==> src/rtl/stream_mux_rr_if.sv <==
// Stream bundle between N producers, the mux and one shared consumer.
// The mux uses the slave view; the driving environment uses the master view.
interface stream_mux_rr_if #(
    parameter int N     = 4,
    parameter int WIDTH = 8,
    parameter int SELW  = (N > 1) ? $clog2(N) : 1
);
    logic [N*WIDTH-1:0] in_data;
    logic [N-1:0]       in_valid;
    logic [N-1:0]       in_ready;
    logic [SELW-1:0]    sel;
    logic [WIDTH-1:0]   out_data;
    logic [SELW-1:0]    out_chan;
    logic               out_valid;
    logic               out_ready;

    modport slave (
        input  in_data, in_valid, sel, out_ready,
        output in_ready, out_data, out_chan, out_valid
    );

    modport master (
        output in_data, in_valid, sel, out_ready,
        input  in_ready, out_data, out_chan, out_valid
    );
endinterface

==> src/rtl/stream_mux_rr.sv <==
// N-to-1 registered valid/ready stream multiplexer.
// Channel choice is either the external sel (MODE_RR=0) or a round-robin
// scan starting just after the last granted channel (MODE_RR=1).
// A single output register gives one cycle of latency at full throughput.
module stream_mux_rr #(
    parameter int N       = 4,
    parameter int WIDTH   = 8,
    parameter int MODE_RR = 1
) (
    input  logic            clk,
    input  logic            rst,
    stream_mux_rr_if.slave  bus
);
    localparam int SELW = (N > 1) ? $clog2(N) : 1;

    logic [SELW-1:0]  rr_ptr;
    logic [WIDTH-1:0] data_q;
    logic [SELW-1:0]  chan_q;
    logic             valid_q;

    logic [SELW-1:0]  grant;
    logic             grant_valid;
    logic [SELW-1:0]  idx;
    logic             load_en;
    logic             accept;
    logic [N-1:0]     ready_w;

    // Register can take a word when empty or when its word leaves this cycle.
    assign load_en = !valid_q || bus.out_ready;
    assign accept  = !rst && load_en && grant_valid;

    // Grant selection: fixed select, or first valid channel after rr_ptr.
    always_comb begin
        grant       = '0;
        grant_valid = 1'b0;
        idx         = '0;
        if (MODE_RR != 0) begin
            for (int k = 1; k <= N; k++) begin
                idx = SELW'((int'(rr_ptr) + k) % N);
                if (!grant_valid && bus.in_valid[idx]) begin
                    grant_valid = 1'b1;
                    grant       = idx;
                end
            end
        end else begin
            if ((int'(bus.sel) < N) && bus.in_valid[bus.sel]) begin
                grant_valid = 1'b1;
                grant       = bus.sel;
            end
        end
    end

    // Only the granted channel sees ready, and only when the word is taken.
    always_comb begin
        ready_w = '0;
        if (accept) begin
            ready_w[grant] = 1'b1;
        end
    end

    // Output register and round-robin pointer; reset discards any held word.
    always_ff @(posedge clk) begin
        if (rst) begin
            valid_q <= 1'b0;
            data_q  <= '0;
            chan_q  <= '0;
            rr_ptr  <= SELW'(N - 1);
        end else if (accept) begin
            valid_q <= 1'b1;
            data_q  <= bus.in_data[grant*WIDTH +: WIDTH];
            chan_q  <= grant;
            if (MODE_RR != 0) begin
                rr_ptr <= grant;
            end
        end else if (bus.out_ready && valid_q) begin
            valid_q <= 1'b0;
        end
    end

    assign bus.in_ready  = ready_w;
    assign bus.out_data  = data_q;
    assign bus.out_chan  = chan_q;
    assign bus.out_valid = valid_q;
endmodule

==> src/flat_wrapper.sv <==
// flat-port wrapper written by rule: the top's interface ports become plain ports
module stream_mux_rr_flat 
#(
    parameter int N       = 4,
    parameter int WIDTH   = 8,
    parameter int MODE_RR = 1
)
  (clk, rst, bus_in_data, bus_in_valid, bus_sel, bus_out_ready, bus_in_ready, bus_out_data, bus_out_chan, bus_out_valid);
  stream_mux_rr_if #(.N(N), .WIDTH(WIDTH)) bus_i ();
  input  logic clk;
  input  logic rst;
  input wire logic [$bits(bus_i.in_data)-1:0] bus_in_data;
  input wire logic [$bits(bus_i.in_valid)-1:0] bus_in_valid;
  input wire logic [$bits(bus_i.sel)-1:0] bus_sel;
  input wire logic [$bits(bus_i.out_ready)-1:0] bus_out_ready;
  output wire logic [$bits(bus_i.in_ready)-1:0] bus_in_ready;
  output wire logic [$bits(bus_i.out_data)-1:0] bus_out_data;
  output wire logic [$bits(bus_i.out_chan)-1:0] bus_out_chan;
  output wire logic [$bits(bus_i.out_valid)-1:0] bus_out_valid;
  assign bus_i.in_data = bus_in_data;
  assign bus_i.in_valid = bus_in_valid;
  assign bus_i.sel = bus_sel;
  assign bus_i.out_ready = bus_out_ready;
  assign bus_in_ready = bus_i.in_ready;
  assign bus_out_data = bus_i.out_data;
  assign bus_out_chan = bus_i.out_chan;
  assign bus_out_valid = bus_i.out_valid;
  stream_mux_rr #(.N(N), .WIDTH(WIDTH), .MODE_RR(MODE_RR)) u_core (.clk(clk), .rst(rst), .bus(bus_i));
endmodule
==> config.mk <==
export PLATFORM = sky130hd
export DESIGN_NAME = stream_mux_rr_flat
export DESIGN_NICKNAME = d
export VERILOG_FILES = /design/src/rtl/stream_mux_rr_if.sv /design/src/rtl/stream_mux_rr.sv /design/src/flat_wrapper.sv
export SDC_FILE = /design/constraint.sdc
export NUM_CORES = 1
export LEC_CHECK = 0
export CAP_MARGIN = 20
export CORE_ASPECT_RATIO = 0.7
export CORE_UTILIZATION = 39
export CTS_BUF_LIST = sky130_fd_sc_hd__clkbuf_16
export CTS_CLUSTER_DIAMETER = 150
export CTS_CLUSTER_SIZE = 40
export DETAILED_ROUTE_END_ITERATION = 6
export PLACE_DENSITY = 0.85
export SYNTH_ARGS = -nofsm -noshare
export SYNTH_HDL_FRONTEND = slang
export SYNTH_SLANG_ARGS = --single-unit
export TNS_END_PERCENT = 20
==> constraint.sdc <==
create_clock -name clk -period 4.8 [get_ports clk]
set_input_delay 0.72 -clock clk [delete_from_list [all_inputs] [get_ports clk]]
set_output_delay 0.72 -clock clk [all_outputs]
set_load 0.05 [all_outputs]
-- Word level (Yosys, flattened, before mapping)
Cells that the tools add are included.
- word-level logic and storage cells: 50
- input bits: 41
- flip-flop bits (word level): 13
- output and inout port bits: 15
- $add $sub $neg: 4
- muxes and demuxes: 21
- shifts and indexed selects: 1
- magnitude comparators: 6
- reduce and logical (&&, ||, !) cells: 14
- operators with widths (operator ; number):
    32-bit by 6-bit variable part select with 8-bit output ; 1
    2-bit by 3-bit < comparator with 1-bit output, second input constant ; 5
    1-bit two-way mux ; 11
    1-bit binary-select mux with 2-bit select ; 4
    2-bit two-way mux ; 4
    1-bit logical AND ; 7
    1-bit logical NOT ; 5
    2-bit by 1-bit adder with 2-bit output, second input constant ; 2
    2-bit adder, second input constant ; 2
    4-bit two-way mux ; 1
    1-bit demux with 2-bit select ; 1
    2-bit by 1-bit greater-or-equal comparator with 1-bit output, second input constant ; 1
    2-bit nonzero test ; 1
    1-bit logical OR ; 1

-- Depth between registers and ports, before layout
- depth in word-level cells: 18
- mapped depth: 7
- mapped depth without buffers: 5

-- Least setup slack after synthesis
Ideal clock, no wire load.
- path type: input to output
- start point: input port bus_in_valid[3]
- end point: output port bus_in_ready[2]
- required time: 4080 ps
- slack: 1749 ps
- stages on the path: 6
- arrival time: 2331 ps
- buffers on the path: 2
- cells stage by stage: nor4_1 or3_1 buf_2 or3_1 buf_2 nor2_1
- word-level cells in the longest chain between the ends: 17
- elaborated cells on any way between the ends: 29
- ends and longest elaborated chain (item ; RTL line ; source):
    start, declared ; flat_wrapper.sv:13 ; input wire logic [$bits(bus_i.in_valid)-1:0] bus_in_valid;
    1-bit binary-select mux with 2-bit select ; stream_mux_rr.sv:40 ; if (!grant_valid && bus.in_valid[idx]) begin
    1-bit two-way mux (implied by the code) ; stream_mux_rr.sv:40 ;
    1-bit two-way mux ; stream_mux_rr.sv:40 ;
    1-bit logical NOT ; stream_mux_rr.sv:40 ;
    1-bit logical AND ; stream_mux_rr.sv:40 ;
    1-bit two-way mux ; stream_mux_rr.sv:40 ;
    1-bit logical NOT ; stream_mux_rr.sv:40 ;
    1-bit logical AND ; stream_mux_rr.sv:40 ;
    1-bit two-way mux ; stream_mux_rr.sv:40 ;
    1-bit logical NOT ; stream_mux_rr.sv:40 ;
    1-bit logical AND ; stream_mux_rr.sv:40 ;
    2-bit two-way mux ; stream_mux_rr.sv:40 ;
    2-bit by 3-bit < comparator with 1-bit output (implied by the code) / 2-bit by 1-bit greater-or-equal comparator with 1-bit output (equally long branches) ; stream_mux_rr.sv:57 ; ready_w[grant] = 1'b1;
    1-bit logical AND (implied by the code) ; stream_mux_rr.sv:57 ;
    1-bit two-way mux (implied by the code) ; stream_mux_rr.sv:57 ;
    1-bit demux with 2-bit select ; - ;
    4-bit two-way mux (*) ; stream_mux_rr.sv:56 ; if (accept) begin
    end, declared ; flat_wrapper.sv:16 ; output wire logic [$bits(bus_i.in_ready)-1:0] bus_in_ready;
Every way passes the cells marked *; elsewhere a longest branch is shown, timed or not. The select of a mux whose other input is x is not followed.

-- Final worst setup path
- start point: input port bus_in_valid[3]
- end point: output port bus_in_ready[1]
Same word-level chain as after synthesis.

==> flow_metrics.env <==
export IMPL_whs_path_depth=2
export IMPL_place_ws_ns=0.417
export IMPL_cts_made_buffers=3
export IMPL_ios=56
export IMPL_required_ns=4.08
export IMPL_crit_reg2reg_launch="u_core.rr_ptr[0]"
export IMPL_synth_top_area_share_pct=29.4
export IMPL_fmax_ghz=0.228
export IMPL_io_buffer_count=53
export IMPL_postCtsSetupBuffers=0
export IMPL_drt_pass1_iter_count=7
export IMPL_syn_nets=149
export IMPL_cellPowerDensity_mw_per_mm2=335
export IMPL_hold_slack_ns=0.459
export IMPL_grt_antenna_before_repair=0
export IMPL_clk_latency_ns=0.24
export IMPL_num_antenna_cells=0
export IMPL_overflow=0
export IMPL_clock_path_buffers=2
export IMPL_status="finished with violations"
export IMPL_ant_nets=0
export IMPL_crit_path_max_fanout=11
export IMPL_fin_area_mm2=0.00152
export IMPL_syn_inst=108
export IMPL_synthFlopType="dfxtp_1"
export IMPL_routed_via_density=5.43
export IMPL_grt_pass1_vias=979
export IMPL_startpoint_type="input port"
export IMPL_layout_setup_ws_ns=0.405
export IMPL_period_needed_ns=4.40
export IMPL_fill_cells=176
export IMPL_period_share_pct=91.6
export IMPL_place_congestion=0.799
export IMPL_die_area_mm2=0.00247
export IMPL_timing_hold_violations_final=0
export IMPL_synth_most_common_cell="dfxtp_1"
export IMPL_register_area_um2=260
export IMPL_tns_ns=0
export IMPL_cts_tree="done"
export IMPL_ys_seq_area_share_pct=29.4
export IMPL_slew_violations=0
export IMPL_grt_pass1_wl_um=4310
export IMPL_crit_type="input port to output pin"
export IMPL_hold_buffers=0
export IMPL_finalNetCount=201
export IMPL_irDropWorstVdd_uv=185
export IMPL_synthesis_area_um2=886
export IMPL_yosysWarnings=0
export IMPL_start_util_pct=41.1
export IMPL_clock_sinks=13
export IMPL_r2r_cells=6
export IMPL_crit_arrival_ns=3.68
export IMPL_grt_total_usage_pct=22.9
export IMPL_h_tree_depth=1
export IMPL_die_w_um=59.0
export IMPL_min_path_type="flip-flop to flip-flop"
export IMPL_drt_wl_total_um=2630
export IMPL_clk_pin_slew_ns=0.04
export IMPL_place_area_mm2=0.00144
export IMPL_synth_seq_cells=13
export IMPL_synth_enable_flop_cells=0
export IMPL_hpwl_um=2150
export IMPL_worstMarginPinSlew_ns=1.03
export IMPL_async_flop_share_pct=0
export IMPL_failed_checks="DRC"
export IMPL_p_leak_nw=0.536
export IMPL_via_count=1038
export IMPL_fin_total_pwr_uw=508
export IMPL_holdPathEnd="u_core.bus.out_chan[1]"
export IMPL_wl_per_cell_um=13.8
export IMPL_finalSetupViolCount=0
export IMPL_slew_headroom_pct=30.5
export IMPL_worst_setup_path_end_kind="output pin"
export IMPL_root_buffer="clkbuf_16"
export IMPL_avgSynthCellArea_um2=8.20
export IMPL_post_cts_resized=0
export IMPL_multi_input_area_um2=584
export IMPL_synth_common_cells="dfxtp_1, nor2b_1, o21ai_0, nor4_1"
export IMPL_critPathLaunch="bus_in_valid[3]"
export IMPL_drt_iter0_markers=25
export IMPL_dp_cells=187
export IMPL_synth_top_area_cell="dfxtp_1"
export IMPL_rsz0062_at_grt="no"
export IMPL_stdcell_count=191
export IMPL_synth_area_top_cells="dfxtp_1, mux2_1, o221a_1, nor2b_1, nor4_1"
export IMPL_yosysUniqueCellTypes=26
export IMPL_drcViolationCount=1
export IMPL_utilization_pct=70.4
export IMPL_r2r_end="u_core.bus.out_data[5]"
export IMPL_worst_hold_startpoint="u_core.bus.out_chan[1]"
export IMPL_coreArea_mm2=0.00215
export IMPL_drive_gt1_share_pct=5.03
export IMPL_r2r_setup_slack_ns=2.44
export IMPL_grt_max_degree=12
export IMPL_area_delta_synth_final_pct=71.2
export IMPL_clock_skew_final_ns=0.00203
export IMPL_die_y_um=41.9
export IMPL_drv_cap=0
export IMPL_row_count=14
==> how the worst max path moves through the flow <==
| stage | to | slack [ns] |
|---|---|---|
| CTS | bus_in_ready[1] | 0.43 |
| floorplan | bus_in_ready[2] | 1.75 |
| finish | bus_in_ready[1] | 0.40 |
| global route | bus_in_ready[0] | 0.17 |
| detailed placement | bus_in_ready[1] | 0.42 |
| global placement | bus_in_ready[0] | 0.42 |
==> critical path, stage by stage <==
cell and delay, ns:
clkdlybuf4s50_1 0.57, nor4_1 0.11, nor3_1 0.84, o21ai_1 0.42, nor2_1 0.19, clkdlybuf4s50_1 0.82
==> cell usage in the layout (no fill, tap or decap) <==
| cell | netlist | layout |
|---|---|---|
| clkbuf_16 | 0 | 3 |
| nor3_1 | 3 | 3 |
| o21ai_0 | 10 | 10 |
| clkdlybuf4s50_1 | 0 | 53 |
| a31oi_1 | 8 | 8 |
| o21a_1 | 3 | 3 |
| o22ai_1 | 1 | 1 |
| buf_4 | 1 | 3 |
| a21o_1 | 1 | 1 |
| inv_1 | 0 | 1 |
| mux2_1 | 8 | 8 |
| a21oi_1 | 1 | 1 |
| a21oi_2 | 1 | 1 |
| nor3_2 | 1 | 1 |
| o221a_1 | 8 | 8 |
| nand2b_1 | 2 | 2 |
| nand3_1 | 1 | 1 |
| and2b_1 | 1 | 1 |
| nor2b_1 | 11 | 11 |
| nand3b_1 | 1 | 1 |
| nor2_1 | 8 | 8 |
| dfxtp_1 | 13 | 13 |
| nor4_1 | 9 | 9 |
| o21ai_1 | 5 | 5 |
| or3_1 | 2 | 2 |
| nand2_1 | 1 | 1 |
==> kinds of logic (layout without fill, tap and decap cells) <==
logic type	after synthesis	after routing	share of synthesized area, %
AO/OA/AOI/OAI	38	38	29.9
buffers and inverters	9	60	4.66
flip-flops	13	13	29.4
multiplexers	8	8	10.2
AND/OR/NAND/NOR	40	40	25.8
==> registers in the layout, indices dropped and copies added (netlist names) <==
signal,count
u_core.bus.out_chan,2
u_core.bus.out_data,8
u_core.bus.out_valid,1
u_core.rr_ptr,2
==> report_power, final <==
group / switching [mW] / internal [mW] / total, mW
clock network: 0.0426 / 0.110 / 0.152
logic: 0.123 / 0.0971 / 0.221
registers: 0.0102 / 0.126 / 0.136
total: 0.176 / 0.332 / 0.508
==> layout make-up <==
type                       instances  share of cell area (%)
multi-input combinational         86                    38.5
timing repair buffer              56                    36.5
sequential                        13                    17.2
clock buffer                       3                    4.95
tap                               32                    2.64
clock inverter                     1                   0.248
==> layer usage <==
metal / share of wire (%) / global-route usage, % / vias to the layer above
met5: 0 / 0 / -
li1: - / - / 519
met1: 47 / 30.7 / 469
met4: 0 / 7.14 / 0
met2: 46 / 37.5 / 50
met3: 7.1 / 3.43 / 0
Note: power is estimated with default switching activity, not from simulation.
